<file path="src/rtl/pps_capture_pkg.sv">
// pps_capture_pkg
//   Shared definitions for the PPS timestamp capture block: register word
//   offsets within the iomem window, CTRL/STATUS bit positions and a helper
//   that packs the STATUS word.
package pps_capture_pkg;

  // Register word indices (byte offset = index * 4).
  localparam logic [5:0] REG_CTRL   = 6'h00;
  localparam logic [5:0] REG_STATUS = 6'h01;
  localparam logic [5:0] REG_COUNT  = 6'h02;
  localparam logic [5:0] REG_DATA   = 6'h03;

  // CTRL bits.
  localparam int CTRL_EN     = 0;
  localparam int CTRL_IRQ_EN = 1;
  localparam int CTRL_FLUSH  = 2;

  // STATUS bits.
  localparam int STAT_NONEMPTY  = 0;
  localparam int STAT_FULL      = 1;
  localparam int STAT_OVF       = 2;
  localparam int STAT_LEVEL_LSB = 8;
  localparam int STAT_LEVEL_W   = 7;

  function automatic logic [31:0] status_word(input logic nonempty,
                                              input logic full,
                                              input logic ovf,
                                              input logic [STAT_LEVEL_W-1:0] level);
    logic [31:0] w;
    w = '0;
    w[STAT_NONEMPTY] = nonempty;
    w[STAT_FULL]     = full;
    w[STAT_OVF]      = ovf;
    w[STAT_LEVEL_LSB +: STAT_LEVEL_W] = level;
    return w;
  endfunction

endpackage

</file>
<file path="src/rtl/pps_capture_fifo.sv">
// pps_capture_fifo
//   Synchronous timestamp FIFO.
//   Ports:
//     clk, reset      : clock, synchronous active-high reset
//     i_push, i_data  : write request and data
//     i_pop           : read request; o_head is the entry being popped
//     i_flush         : empties the FIFO, wins over a same-cycle push
//     o_head          : current head entry (undefined when empty)
//     o_full, o_empty : occupancy flags
//     o_level         : entry count
//     o_drop          : a push was rejected because the FIFO was full
//   A pop on an empty FIFO does nothing; a pop frees room for a same-cycle
//   push even when full.
module pps_capture_fifo
  import pps_capture_pkg::*;
#(
  parameter int DEPTH = 8,
  parameter int WIDTH = 32,
  localparam int AW = $clog2(DEPTH),
  localparam int LW = AW + 1
) (
  input  logic             clk,
  input  logic             reset,
  input  logic             i_push,
  input  logic [WIDTH-1:0] i_data,
  input  logic             i_pop,
  input  logic             i_flush,
  output logic [WIDTH-1:0] o_head,
  output logic             o_full,
  output logic             o_empty,
  output logic [LW-1:0]    o_level,
  output logic             o_drop
);

  logic [WIDTH-1:0] r_mem [DEPTH];
  logic [AW-1:0]    r_wr_ptr;
  logic [AW-1:0]    r_rd_ptr;
  logic [LW-1:0]    r_count;

  logic w_do_pop;
  logic w_do_push;

  assign o_empty   = (r_count == '0);
  assign o_full    = (r_count == LW'(DEPTH));
  assign o_level   = r_count;
  assign o_head    = r_mem[r_rd_ptr];
  assign w_do_pop  = i_pop && !o_empty;
  assign w_do_push = i_push && (!o_full || w_do_pop);
  assign o_drop    = i_push && o_full && !w_do_pop;

  // When full, the write slot equals the head slot; the head has already
  // been read combinationally this cycle, so overwriting it is safe.
  always_ff @(posedge clk) begin
    if (w_do_push) begin
      r_mem[r_wr_ptr] <= i_data;
    end
  end

  always_ff @(posedge clk) begin
    if (reset || i_flush) begin
      r_wr_ptr <= '0;
      r_rd_ptr <= '0;
      r_count  <= '0;
    end else begin
      if (w_do_push) begin
        r_wr_ptr <= r_wr_ptr + AW'(1);
      end
      if (w_do_pop) begin
        r_rd_ptr <= r_rd_ptr + AW'(1);
      end
      case ({w_do_push, w_do_pop})
        2'b10:   r_count <= r_count + LW'(1);
        2'b01:   r_count <= r_count - LW'(1);
        default: r_count <= r_count;
      endcase
    end
  end

endmodule

</file>
<file path="src/rtl/pps_capture_iomem.sv">
// pps_capture_iomem
//   iomem responder that timestamps rising edges of the GPS PPS pin against
//   a free-running 32-bit counter and queues them for firmware.
//   Ports:
//     clk, reset   : system clock, synchronous active-high reset
//     iomem_valid  : request valid, held by the initiator until ready
//     iomem_ready  : one-cycle completion pulse
//     iomem_wstrb  : byte write strobes, 0 = read
//     iomem_addr   : byte address; window is BASE_ADDR[31:8], bits [7:2] pick
//                    CTRL(0x00) STATUS(0x04) COUNT(0x08) DATA(0x0C)
//     iomem_wdata  : write data
//     iomem_rdata  : read data, zero except in the ready cycle
//     pps_in       : asynchronous PPS pin
//   Handshake: a selected request is accepted on the first clock where ready
//     is low; ready and rdata are registered at that edge, and every side
//     effect (register write, FIFO pop) happens at that same edge only, so
//     each transaction acts exactly once.
//     irq         : level interrupt, IRQ_EN && (FIFO nonempty || OVF)
module pps_capture_iomem
  import pps_capture_pkg::*;
#(
  parameter logic [31:0] BASE_ADDR   = 32'h0300_0000,
  parameter int          FIFO_DEPTH  = 8,
  parameter int          SYNC_STAGES = 2
) (
  input  logic        clk,
  input  logic        reset,
  input  logic        iomem_valid,
  output logic        iomem_ready,
  input  logic [3:0]  iomem_wstrb,
  input  logic [31:0] iomem_addr,
  input  logic [31:0] iomem_wdata,
  output logic [31:0] iomem_rdata,
  input  logic        pps_in,
  output logic        irq
);

  localparam int LW = $clog2(FIFO_DEPTH) + 1;

  logic [31:0]            r_count;
  logic [SYNC_STAGES-1:0] r_sync;
  logic                   r_edge;
  logic                   r_prev;
  logic                   r_en;
  logic                   r_irq_en;
  logic                   r_ovf;
  logic                   r_ready;
  logic [31:0]            r_rdata;
  logic                   r_irq;

  logic        w_sel;
  logic        w_fire;
  logic [5:0]  w_idx;
  logic        w_is_read;
  logic        w_rise;
  logic        w_push;
  logic        w_pop;
  logic        w_flush;
  logic        w_ctrl_wr;
  logic        w_ovf_clr;
  logic [31:0] w_head;
  logic        w_full;
  logic        w_empty;
  logic [LW-1:0] w_level;
  logic        w_drop;
  logic [31:0] w_rdata;
  logic        w_unused;

  assign w_sel     = iomem_valid && (iomem_addr[31:8] == BASE_ADDR[31:8]);
  assign w_fire    = w_sel && !r_ready;
  assign w_idx     = iomem_addr[7:2];
  assign w_is_read = (iomem_wstrb == 4'b0000);

  assign w_ctrl_wr = w_fire && (w_idx == REG_CTRL) && iomem_wstrb[0];
  assign w_flush   = w_ctrl_wr && iomem_wdata[CTRL_FLUSH];
  assign w_ovf_clr = w_fire && (w_idx == REG_STATUS) && iomem_wstrb[0]
                     && iomem_wdata[STAT_OVF];
  assign w_pop     = w_fire && (w_idx == REG_DATA) && w_is_read;

  // The synchronizer output feeds a dedicated edge flop, so the pin-to-rise
  // latency is SYNC_STAGES+1 cycles. The edge flops track the pin even while
  // capture is disabled, so enabling with the pin already high is not a rise.
  assign w_rise = r_edge && !r_prev;
  assign w_push = w_rise && r_en;

  assign w_unused = &{1'b0, iomem_wdata[31:3], iomem_wstrb[3:1], iomem_addr[1:0]};

  pps_capture_fifo #(
    .DEPTH (FIFO_DEPTH),
    .WIDTH (32)
  ) u_fifo (
    .clk     (clk),
    .reset   (reset),
    .i_push  (w_push),
    .i_data  (r_count),
    .i_pop   (w_pop),
    .i_flush (w_flush),
    .o_head  (w_head),
    .o_full  (w_full),
    .o_empty (w_empty),
    .o_level (w_level),
    .o_drop  (w_drop)
  );

  always_ff @(posedge clk) begin
    if (reset) begin
      r_count <= '0;
      r_sync  <= '0;
      r_edge  <= 1'b0;
      r_prev  <= 1'b0;
    end else begin
      r_count <= r_count + 32'd1;
      r_sync  <= {r_sync[SYNC_STAGES-2:0], pps_in};
      r_edge  <= r_sync[SYNC_STAGES-1];
      r_prev  <= r_edge;
    end
  end

  always_comb begin
    w_rdata = '0;
    case (w_idx)
      REG_CTRL: begin
        w_rdata[CTRL_EN]     = r_en;
        w_rdata[CTRL_IRQ_EN] = r_irq_en;
      end
      REG_STATUS: w_rdata = status_word(!w_empty, w_full, r_ovf,
                                        STAT_LEVEL_W'(w_level));
      REG_COUNT:  w_rdata = r_count;
      REG_DATA: begin
        if (w_is_read && !w_empty) begin
          w_rdata = w_head;
        end
      end
      default: w_rdata = '0;
    endcase
  end

  always_ff @(posedge clk) begin
    if (reset) begin
      r_ready  <= 1'b0;
      r_rdata  <= '0;
      r_en     <= 1'b0;
      r_irq_en <= 1'b0;
      r_ovf    <= 1'b0;
      r_irq    <= 1'b0;
    end else begin
      r_ready <= w_fire;
      r_rdata <= w_fire ? w_rdata : 32'd0;
      if (w_ctrl_wr) begin
        r_en     <= iomem_wdata[CTRL_EN];
        r_irq_en <= iomem_wdata[CTRL_IRQ_EN];
      end
      // A capture lost in the same cycle as a clear keeps the flag set.
      if (w_drop) begin
        r_ovf <= 1'b1;
      end else if (w_ovf_clr) begin
        r_ovf <= 1'b0;
      end
      r_irq <= r_irq_en && (!w_empty || r_ovf);
    end
  end

  assign iomem_ready = r_ready;
  assign iomem_rdata = r_rdata;
  assign irq         = r_irq;

endmodule

</file>
<file path="config.mk">
export PLATFORM = sky130hd
export DESIGN_NAME = pps_capture_iomem
export DESIGN_NICKNAME = d
export VERILOG_FILES = /design/src/rtl/pps_capture_pkg.sv /design/src/rtl/pps_capture_fifo.sv /design/src/rtl/pps_capture_iomem.sv
export SDC_FILE = /design/constraint.sdc
export NUM_CORES = 1
export LEC_CHECK = 0
export ABC_CLOCK_PERIOD_IN_PS = 5750
export BUFFER_PORTS_ARGS = -buffer_cell sky130_fd_sc_hd__buf_2
export CORE_ASPECT_RATIO = 1.5
export CORE_MARGIN = 2
export CORE_UTILIZATION = 38
export CTS_BUF_LIST = sky130_fd_sc_hd__clkbuf_4
export CTS_CLUSTER_SIZE = 20
export DETAILED_ROUTE_END_ITERATION = 8
export PLACE_DENSITY = 0.68
export SLEW_MARGIN = 40
export SYNTH_ARGS = -nofsm -noshare
export SYNTH_HDL_FRONTEND = slang
export SYNTH_SLANG_ARGS = --single-unit
</file>
<file path="constraint.sdc">
create_clock -name clk -period 5.75 [get_ports clk]
set_clock_uncertainty 0.05 [all_clocks]
set_input_delay 1.15 -clock clk [delete_from_list [all_inputs] [get_ports clk]]
set_output_delay 1.15 -clock clk [all_outputs]
set_load 0.02 [all_outputs]
</file>
# [Word-level counts from Yosys, hierarchy flattened]
# Memory sizes are Yosys's and may differ from the RTL's. A register that Yosys moved wholly into a read port is not among the register bits.
# Index checks and enable logic that the tools add are counted.
[totals] reg_bits=83 latchBits=0 ramBits=256 rom_bits=0 wordCells=69 mem_count=1
[classes] n_addsub=5 multipliers=0 div_mod_pow=0 magnitude_cmp=0 eq_ne=7 shift=0 mux=10 n_bitwise=1 n_reduce_logical=32
[mem_list] memory="u_fifo.r_mem" words=8 word_bits=32 rd=1 rd_ports_with_merged_regs=1 wr=1 line_no="pps_capture_fifo.sv:35" source="logic [WIDTH-1:0] r_mem [DEPTH];"
[ops] op="case mux 30 bit (3 select lines)" count=1
[ops] op="adder 32 x 1 -> 32 bit, second input constant" count=1
[ops] op="2-to-1 mux 32 bit" count=1
[ops] op="equality test 24 x 18 -> 1 bit, second input constant" count=1
[ops] op="logical AND 1 bit" count=18
[ops] op="equality test 6 x 2 -> 1 bit, second input constant" count=2
[ops] op="logical NOT 4 bit" count=2
[ops] op="case mux 2 bit (4 select lines)" count=1
[ops] op="case mux 4 bit (2 select lines)" count=1
[ops] op="adder 3 x 1 -> 3 bit, second input constant" count=2
[ops] op="equality test 6 x 1 -> 1 bit, second input constant" count=1
[ops] op="logical NOT 6 bit" count=1
[ops] op="2-to-1 mux 3 bit" count=2
[ops] op="logical NOT 1 bit" count=5
[ops] op="adder 4 x 1 -> 4 bit, second input constant" count=1
[ops] op="equality test 4 bit, second input constant" count=1
[ops] op="2-to-1 mux 1 bit" count=4
[ops] op="nonzero test 2 bit" count=2
[ops] op="subtractor 4 x 1 -> 4 bit, second input constant" count=1
[ops] op="logical OR 1 bit" count=3
[ops] op="equality test 2 x 1 -> 1 bit, second input constant" count=1
[ops] op="equality test 2 bit, second input constant" count=1
[ops] op="OR reduction 2 bit" count=1
[ops] op="NOT 1 bit" count=1

# [Longest topological paths before layout]
# Gate-level depths: netlist of run 1.
[logic_depth] word_depth=10 ltp_mapped=11 mapped_depth_nobuf=9

# [Cells and area by module]
# Synthesis of run 1 repeated with hierarchy kept, for this count alone.
[hier_totals] cells_unflattened=798 area_unflattened_um2=13409.1
[by_module_without_submodules] module="pps_capture_fifo" n_inst=1 cells_per_inst=454 area_each_um2=10323.7
[by_module_without_submodules] module="pps_capture_iomem" n_inst=1 cells_per_inst=344 area_each_um2=3085.5

# [Worst setup path before layout of run 1]
# No wires, ideal clock.
[synth_timing] path_kind="input port to flip-flop" start="in iomem_addr[5]" end="mem u_fifo.r_mem[0][0] (enable)" t_arrival_ps=5601 required_ps=5199 slack_ps=-402 cell_stages=5 path_buffers=0 path_cell_list="or4_4 > nor4_4 > nor3b_2 > o21ai_2 > nor4_1"
[synth_between] elab_chain_cells=8
[synth_lines] element="from (decl)" line_no="pps_capture_iomem.sv:31" source="input logic [31:0] iomem_addr,"
[synth_lines] element="equality test 6 x 2 -> 1 bit" line_no="pps_capture_iomem.sv:78" source="assign w_pop = w_fire && (w_idx == REG_DATA) && w_is_read;"
[synth_lines] element="logical AND 1 bit (2 in a row)" line_no="pps_capture_iomem.sv:78"
[synth_lines] element="logical AND 1 bit" line_no="pps_capture_fifo.sv:47" source="assign w_do_pop = i_pop && !o_empty;"
[synth_lines] element="logical OR 1 bit" line_no="pps_capture_fifo.sv:48" source="assign w_do_push = i_push && (!o_full || w_do_pop);"
[synth_lines] element="logical AND 1 bit" line_no="pps_capture_fifo.sv:48"
[synth_lines] element="2-to-1 mux 1 bit" line_no="pps_capture_fifo.sv:54" source="if (w_do_push) begin"
[synth_lines] element="2-to-1 mux 1 bit (implied by the code)" line_no="pps_capture_fifo.sv:55" source="r_mem[r_wr_ptr] <= i_data;"
[synth_lines] element="to (decl)" line_no="pps_capture_fifo.sv:35"
# No other way between the ends.

# [Worst setup path after layout of run 1]
[layout_timing] start="in iomem_addr[5]" end="mem u_fifo.r_mem[5][19] (enable)"
# Same word-level chain as after synthesis.

==> results of run 1 <==
==> per-layer routing <==
| metal | global-route usage [%] | wire [microns] | vias to the layer above |
|---|---|---|---|
| li1 | - | - | 3344 |
| met2 | 26.7 | 14000 | 228 |
| met5 | 0 | 0 | - |
| met3 | 3.27 | 1330 | 40 |
| met4 | 6.48 | 535 | 0 |
| met1 | 17.8 | 10700 | 3608 |
==> flip-flops by register name, summed over array words and instances, names as in the netlist, 2 cells and up, named ones only <==
name,flops
u_fifo.o_level,4
u_fifo.r_rd_ptr,3
u_fifo.r_wr_ptr,3
iomem_rdata,32
u_fifo.r_mem,256
r_sync,2
r_count,32
==> cell usage after synthesis, types with 2 or more instances <==
master / number / area [sq um]
edfxtp_1: 256 / 7690
nand3_1: 17 / 85.1
mux2i_1: 5 / 50.1
o21ai_1: 3 / 15.0
nand4_1: 5 / 31.3
nand3b_1: 2 / 15.0
clkbuf_1: 31 / 116
dfxtp_1: 86 / 1720
inv_1: 5 / 18.8
nor4b_1: 2 / 17.5
o22ai_1: 2 / 12.5
a22oi_1: 27 / 203
or2_1: 2 / 12.5
mux2_2: 32 / 360
ha_1: 4 / 50.1
a21oi_1: 8 / 40.0
buf_2: 6 / 30.0
xnor2_1: 10 / 87.6
or3_1: 7 / 43.8
nor2b_1: 5 / 31.3
o21ai_0: 6 / 30.0
and3_1: 3 / 18.8
nand2_1: 20 / 75.1
and4_1: 7 / 61.3
a222oi_1: 5 / 50.1
nor3_1: 11 / 55.1
xor2_1: 21 / 184
o21a_1: 2 / 15.0
mux4_2: 64 / 1440
nand2b_1: 5 / 31.3
nor2_1: 79 / 297
nor4_1: 10 / 62.6
or4_1: 2 / 15.0
==> power by group <==
| part | switching, mW | internal [mW] | leakage (nW) |
|---|---|---|---|
| combinational | 0.0176 | 0.0151 | 1.31 |
| clock | 0.923 | 1.11 | 0.650 |
| sequential | 0.00615 | 2.62 | 3.06 |
| total | 0.947 | 3.75 | 5.02 |
==> layout make-up <==
type	count	share of cell area, %
Timing Repair Buffer	94	3.78
Tap cell	425	3.49
Antenna cell	1	0.0164
Clock inverter	26	1.22
Multi-Input combinational cell	377	23.5
Inverter	5	0.123
Clock buffer	122	6.01
Sequential cell	342	61.8
==> logic make-up (layout without fill, tap and decap cells) <==
logic type	count (synthesis)	after routing	share of synthesized area, %
DFF	342	342	71.9
and+or+nand+nor	185	185	7.19
muxes	101	101	14.1
AOI/OAI and AO/OA	56	56	2.98
buffers and inverters	44	247	1.35
xor gates and xnor gates	31	31	2.07
adders and majority gates	4	4	0.382
other	0	1	0
==> worst max-delay path by stage <==
| stage | end | slack (ns) | cells after the start |
|---|---|---|---|
| after floorplan | u_fifo.r_mem[4][0]$_DFFE_PP_ | 0.29 | 6 |
| after global placement | u_fifo.r_mem[7][31]$_DFFE_PP_ | 1.40 | 8 |
| after detailed placement | u_fifo.r_mem[5][19]$_DFFE_PP_ | 1.40 | 8 |
| after CTS | u_fifo.r_mem[5][19]$_DFFE_PP_ | 2.14 | 8 |
| after global routing | u_fifo.r_mem[5][19]$_DFFE_PP_ | 1.97 | 8 |
| final | u_fifo.r_mem[5][19]$_DFFE_PP_ | 2.12 | 8 |
==> through the flow <==
step	util, %	power (mW)	area (sq um)
after CTS	44.7	4.76	15200
after global placement	41.2	2.71	14000
final	44.7	4.69	15200
after detailed placement	41.4	2.71	14100
after floorplan	-	2.69	13100
after global routing	44.7	4.87	15200
==> reports/metrics.yaml, run 1 <==
path_delay_family: "simple AND/OR/NAND/NOR gates"
regToRegStartpoint: "u_fifo.o_level[1]$_SDFFE_PP0P_"
finalHoldViolCount: 0
portBuffers: 74
grt_use_total_pct: 15.2
final_cells: 1392
crit_buf_inv: 3
rsz0062_at_grt: "false"
fill_cells: 3001
min_period_ns: 3.63
synth-seq-area-share_pct: 71.9
antenna_left: 0
hpwlAfterDp_microns: 15000
whs_ns: 0.398
final.setup.tns_ns: 0
drt-total-wl_microns: 26500
post_cts_buffers: 0
ys_warn_count: 0
async_flop_share_pct: 0
start_kind: "primary input"
post_synth.cell_area_avg_sq_um: 17.2
fp.dieArea_sq_mm: 0.0360
die_w_microns: 156
synthFlopType: "edfxtp_1"
final_cell_mix: "256 x edfxtp_1, 122 x clkbuf_4, 83 x dfxtp_1"
multiInputGateArea_sq_mm: 0.00358
clock_latency_ns: 0.72
syn_inst: 763
synth_seq_cells: 342
hold_depth: 1
numClockSinks: 342
core_area_sq_mm: 0.0341
grt_max_degree: 45
powerDensity_mw_per_mm2: 308
endpoint_kind: "flip-flop"
pin_count: 106
drc: 0
clkSlewWorstSetupHoldPaths_ns: 0.07
crit_top_cell: "buf_4"
critPathLaunch: "iomem_addr[5]"
worst_slew_pin_slew_ns: 0.730
reg2reg_depth: 7
cp_max_fo: 18
timing.final.crit_share_pct: 63.1
crit_slowest_cell: "nor2_4"
clock-root-buffer: "clkbuf_4"
ctsHoldBuffers: 0
via_count: 7220
overflow: 0
numCtsBuffers: 81
crit_required_ns: 6.06
die_h_microns: 231
dp_slack_ns: 1.40
crit_arrival_ns: 3.94
ff2ff_setup_slack_ns: 2.62
r2r_end: "u_fifo.r_mem[5][19]$_DFFE_PP_"
initial_utilization_pct: 38.4
slew_headroom_pct: 51.2
synth-edff-count: 256
layout-drive-gt1-share_pct: 35.4
synth_cell_types: 46
wire_per_inst_microns: 19.1
rows: 83
grt_pass1_wl_microns: 41500
syn-cell-area_sq_mm: 0.0131
firstDrtPassIters: 4
antenna_found_initial: 1
viasPerCell: 5.19
hp-start: "r_sync[0]$_SDFF_PP0_"
status: "finished clean"
syn_nets: 839
first_iter_violations: 488
final_common_cell: "edfxtp_1"
cts_max_path_buffers: 3
seqCellArea_sq_mm: 0.00942
fin_nets: 977
path_cells: "buf_2 -> or4_4 -> nor4_4 -> nor3b_2 -> buf_4 -> o211ai_1 -> nor2_4 -> buf_4"
maxCapViolations: 0
maxSlewViolCount: 0
syn_to_final_growth_pct: 16.4
critical_path_class: "in -> reg"
place_congestion: 0.754
cts_tree: "built"
grt_pass1_vias: 7759
hold_class: "reg -> reg"
p_leak_nw: 5.02
max_freq_mhz: 275
ctsHtreeMaxLevel: 3
cts_resized: 0
setup_viol: 0
setup_ws_ns: 2.12
dpl.cell_count: 1243
min_to: "r_sync[1]$_SDFF_PP0_"
cp_slowest_stage_delay_ns: 0.65
peakVddDrop_mv: 0.163
(Power assumes the default switching activity.)
==> run 2, diff against run 1 <==
Settings changed: ABC_CLOCK_PERIOD_IN_PS 5750 to 3200.
Clock period 5.75 ns to 3.2 ns, I/O delays scaled along.
==> reports/metrics.yaml, run 2 (synthesis results as in run 1) <==
status: "finished clean"  # unchanged
fp.dieArea_sq_mm: 0.0360  # unchanged
post_cts_buffers: 0  # unchanged
place_congestion: 0.786  # was 0.754
grt_use_total_pct: 15.8  # was 15.2%
dp_slack_ns: 0.0901  # was 1.40 ns
grt_pass1_vias: 7803  # was 7759
endpoint_kind: "flip-flop"  # unchanged
firstDrtPassIters: 5  # was 4
final_cell_mix: "256 x edfxtp_1, 115 x clkbuf_4, 83 x dfxtp_1"  # was 256 x edfxtp_1, 122 x clkbuf_4, 83 x dfxtp_1
finalHoldViolCount: 0  # unchanged
seqCellArea_sq_mm: 0.00942  # about the same
grt_max_degree: 44  # was 45
regMostFlops: "u_fifo.r_mem"  # unchanged
portBuffers: 74  # unchanged
grt_pass1_wl_microns: 42600  # was 41500 microns
layout-drive-gt1-share_pct: 36.0  # was 35.4%
drc: 0  # unchanged
via_count: 7322  # was 7220
initial_utilization_pct: 38.4  # unchanged
powerDensity_mw_per_mm2: 531  # was 308 mW/mm^2
peakVddDrop_mv: 0.223  # was 0.163 mV
cts_max_path_buffers: 3  # unchanged
viasPerCell: 5.19  # about the same
dpl.cell_count: 1265  # was 1243
slew_headroom_pct: 63.3  # was 51.2%
die_w_microns: 156  # unchanged
ctsHtreeMaxLevel: 3  # unchanged
drt-total-wl_microns: 27400  # was 26500 microns
power_mw: 8.18  # was 4.69 mW
rows: 83  # unchanged
critical_path_class: "reg -> reg"  # was in -> reg
numCtsBuffers: 78  # was 81
crit_required_ns: 3.78  # was 6.06 ns
setup_viol: 0  # unchanged
hpwlAfterDp_microns: 16500  # was 15000 microns
clock-root-buffer: "clkbuf_4"  # unchanged
overflow: 0  # unchanged
min_period_ns: 2.60
maxSlewViolCount: 0  # unchanged
cp_max_fo: 12  # was 18
postPlaceCellArea_sq_mm: 0.0144  # was 0.0141 sq mm
max_freq_mhz: 385
numClockSinks: 342  # unchanged
cts_resized: 0  # unchanged
worst_slew_pin_slew_ns: 0.551  # was 0.730 ns
fill_cells: 2961  # was 3001
final_cells: 1411  # was 1392
crit_arrival_ns: 3.18  # was 3.94 ns
p_leak_nw: 5.13  # was 5.02 nW
timing.final.crit_share_pct: 81.1
multiInputGateArea_sq_mm: 0.00360  # was 0.00358 sq mm
wire_per_inst_microns: 19.4  # was 19.1 microns
clkSlewWorstSetupHoldPaths_ns: 0.07  # about the same
rsz0062_at_grt: "false"  # unchanged
clock_latency_ns: 0.73  # was 0.72 ns
cts_tree: "built"  # unchanged
first_iter_violations: 463  # was 488
antenna_left: 0  # unchanged
syn_to_final_growth_pct: 17.9  # was 16.4%
fin_nets: 997  # was 977
setup_ws_ns: 0.603  # was 2.12 ns
start_kind: "flip-flop"  # was primary input
largest_reg_flops: 256  # unchanged
core_area_sq_mm: 0.0341  # unchanged
fin_area_sq_mm: 0.0154  # was 0.0152 sq mm
antenna_found_initial: 1  # unchanged
hold_class: "in -> reg"  # was reg -> reg
final_common_cell: "edfxtp_1"  # unchanged
whs_ns: 0.125  # was 0.398 ns
pin_count: 106  # unchanged
maxCapViolations: 0  # unchanged
die_h_microns: 231  # unchanged
[run 2: cell count changes in the layout (fill, tap and decap cells not counted), sizes merged]
cell         previous run  this run
clkbuf                122       115
clkinv                 21        24
dlygate4sd3             0         1
buf                    94       116
inv                     6         9
bufinv                  3         1
clkinvlp                1         0
[run 2: cell type report]
type	instances	area share, %
well taps	425	3.45
clock buffers	115	5.60
multi-input cells	377	23.3
diodes	1	0.0162
clock inverters	29	0.916
inverters	5	0.122
repair buffers	117	5.56
flip-flops and latches	342	61.0
[run 2: path summary, 6_finish.rpt]
kind / start / end / slack, ns / depth (start not counted)
min: iomem_wdata[0] / r_en$_SDFFE_PP0P_ / 0.13 / 3
max: r_count[1]$_SDFF_PP0_ / r_count[26]$_SDFF_PP0_ / 0.60 / 8
min reg2reg: r_sync[0]$_SDFF_PP0_ / r_sync[1]$_SDFF_PP0_ / 0.39 / 1
max reg2reg: r_count[1]$_SDFF_PP0_ / r_count[26]$_SDFF_PP0_ / 0.60 / 8
[run 2: repair_timing]
action                                  in CTS  in global routing
endpoints found under the setup margin       0                  0
hold buffers                                 1                  0
endpoints found under the hold margin        1                  0
[run 2: critical path, stage by stage, from the launching register on]
cell	delay [ns]
dfxtp_1	0.31
buf_4	0.18
ha_1	0.25
and4_1	0.34
nand4_1	0.23
nor2_1	0.47
nand2_1	0.18
or3_1	0.37
a21oi_1	0.14
[run 2: stage by stage]
stage | utilization, % | TNS (ns)
CTS | 45.3 | 0
floorplan | - | -28.05
finish | 45.3 | 0
detailed placement | 42.3 | 0
global route | 45.3 | 0
global placement | 42.3 | 0
[run 2: per-layer routing]
| layer | GRT usage (%) | wire length [microns] | part of all wire, % | up-vias |
|---|---|---|---|---|
| met4 | 7.05 | 754 | 2.7 | 0 |
| met3 | 3.83 | 1320 | 4.8 | 51 |
| met2 | 28.2 | 14700 | 53 | 210 |
| met5 | 0 | 0 | 0 | - |
| li1 | - | - | - | 3366 |
| met1 | 17.8 | 10700 | 39 | 3695 |
[run 2: power by group]
part           switching [mW]  internal [mW]
logic                  0.0419         0.0326
clock network            1.65           1.74
registers             0.00418           4.71
==> run 3, diff against run 2 <==
Settings changed: ABC_CLOCK_PERIOD_IN_PS 3200 to 2480, PLACE_DENSITY 0.68 to 0.66.
Clock period 3.2 ns to 2.48 ns, I/O delays scaled along.
==> reports/metrics.yaml, run 3 (synthesis results as in run 1) <==
grt_use_total_pct: 16.0  # was 15.8%
clock-root-buffer: "clkbuf_4"  # unchanged
rows: 83  # unchanged
final.setup.tns_ns: 0  # unchanged
clkSlewWorstSetupHoldPaths_ns: 0.06  # was 0.07 ns
slew_headroom_pct: 62.5  # was 63.3%
crit_arrival_ns: 2.70  # was 3.18 ns
maxSlewViolCount: 0  # unchanged
fp.dieArea_sq_mm: 0.0360  # unchanged
start_kind: "flip-flop"  # unchanged
max_freq_mhz: 430  # was 385 MHz
fill_cells: 2921  # was 2961
regMostFlops: "u_fifo.r_mem"  # unchanged
setup_viol: 0  # unchanged
endpoint_kind: "flip-flop"  # unchanged
min_period_ns: 2.32  # was 2.60 ns
power_mw: 10.9  # was 8.18 mW
via_count: 7493  # was 7322
grt_pass1_vias: 7938  # was 7803
critical_path_class: "reg -> reg"  # unchanged
utilization_pct: 46.7  # was 45.3%
path_cells: "nor4b_1 -> nand3_1 -> nor3b_4 -> o211ai_1 -> buf_4 -> nor2_4 -> buf_12 -> buf_6"  # was buf_4 -> ha_1 -> and4_1 -> nand4_1 -> nor2_1 -> nand2_1 -> or3_1 -> a21oi_1
overflow: 0  # unchanged
crit_slowest_cell: "dfxtp_1"  # was nor2_1
layout-drive-gt1-share_pct: 39.0  # was 36.0%
hpwlAfterDp_microns: 17300  # was 16500 microns
whs_ns: 0.115  # was 0.125 ns
largest_reg_flops: 256  # unchanged
hold_class: "in -> reg"  # unchanged
core_area_sq_mm: 0.0341  # unchanged
die_w_microns: 156  # unchanged
ff2ff_setup_slack_ns: 0.16  # was 0.60 ns
syn_to_final_growth_pct: 21.6  # was 17.9%
cp_max_fo: 9  # was 12
cts_tree: "built"  # unchanged
fin_nets: 1040  # was 997
worst_slew_pin_slew_ns: 0.558  # was 0.551 ns
first_iter_violations: 538  # was 463
ctsHtreeMaxLevel: 3  # unchanged
path_delay_family: "simple AND/OR/NAND/NOR gates"  # unchanged
firstDrtPassIters: 5  # unchanged
rsz0062_at_grt: "true"  # was false
initial_utilization_pct: 38.4  # unchanged
postPlaceCellArea_sq_mm: 0.0147  # was 0.0144 sq mm
crit_buf_inv: 3  # was 1
grt_pass1_wl_microns: 43500  # was 42600 microns
antenna_left: 0  # unchanged
grt_max_degree: 44  # unchanged
portBuffers: 74  # unchanged
maxCapViolations: 0  # unchanged
final_cell_mix: "256 x edfxtp_1, 122 x clkbuf_4, 83 x dfxtp_1"  # was 256 x edfxtp_1, 115 x clkbuf_4, 83 x dfxtp_1
antenna_found_initial: 1  # unchanged
drt-total-wl_microns: 28200  # was 27400 microns
pin_count: 106  # unchanged
peakVddDrop_mv: 0.327  # was 0.223 mV
cts_max_path_buffers: 3  # unchanged
drc: 0  # unchanged
numClockSinks: 342  # unchanged
die_h_microns: 231  # unchanged
wire_per_inst_microns: 19.4  # about the same
status: "finished clean"  # unchanged
clock_latency_ns: 0.75  # was 0.73 ns
place_congestion: 0.755  # was 0.786
numCtsBuffers: 79  # was 78
crit_required_ns: 2.85  # was 3.78 ns
viasPerCell: 5.14  # was 5.19
powerDensity_mw_per_mm2: 685  # was 531 mW/mm^2
finalHoldViolCount: 0  # unchanged
p_leak_nw: 5.40  # was 5.13 nW
fin_area_sq_mm: 0.0159  # was 0.0154 sq mm
cp_slowest_stage_delay_ns: 0.32  # was 0.47 ns
final_common_cell: "edfxtp_1"  # unchanged
timing.final.crit_share_pct: 93.7  # was 81.1%
[run 3: power by group]
group / internal [mW] / leakage [nW] / switching [mW] / total (mW)
sequential: 6.08 / 3.06 / 0.00561 / 6.08
clock: 2.57 / 0.642 / 2.14 / 4.71
combinational: 0.0488 / 1.70 / 0.0535 / 0.102
[run 3: worst paths after layout]
path / start / end / depth (start not counted)
max reg2reg: iomem_ready$_SDFF_PP0_ / u_fifo.r_mem[5][4]$_DFFE_PP_ / 8
min reg2reg: r_sync[1]$_SDFF_PP0_ / r_edge$_SDFF_PP0_ / 1
min: iomem_wdata[2] / r_ovf$_SDFFE_PP0P_ / 4
max: iomem_ready$_SDFF_PP0_ / u_fifo.r_mem[5][4]$_DFFE_PP_ / 8
[run 3: cell type report]
type	instances	area [sq um]	share of cell area, %
antenna	1	2.50	0.0157
clock buffer	122	916	5.75
clock inverter	26	185	1.16
inverter	5	18.8	0.118
multi-input combinational	377	3610	22.7
sequential	342	9420	59.1
tap	425	532	3.34
timing repair buffer	159	1240	7.80
[run 3: tightest hold or removal path, delay by kind of cell]
kind / cells / cell delay (ns)
AND/OR/NAND/NOR: 1 / 0.06
AO/OA/AOI/OAI: 2 / 0.19
buffers and inverters: 1 / 0.11
[run 3: stage by stage]
step / instances / worst slack (ns)
2_1_floorplan: 763 / -0.952
3_3_place_gp: 1300 / -0.295
3_5_place_dp: 1300 / -0.357
4_1_cts: 1451 / 0.114
5_1_grt: 1457 / -0.00265
6_report: 1457 / 0.155
[run 3: repair_timing]
| action | 4_1_cts | 5_1_grt |
|---|---|---|
| hold buffers | 3 | 0 |
| buffers inserted | 0 | 3 |
| resized for setup | 0 | 3 |
| endpoints found under the setup margin | 0 | 29 |
| hold endpoints to repair | 3 | 0 |
[run 3: layer usage]
layer  vias up  track usage [%]  part of all wire (%)
met4         0             6.77                   2.2
li1       3462                -                     -
met1      3795             17.8                    37
met5         -                0                     0
met2       202             28.8                    55
met3        34             4.26                   5.2
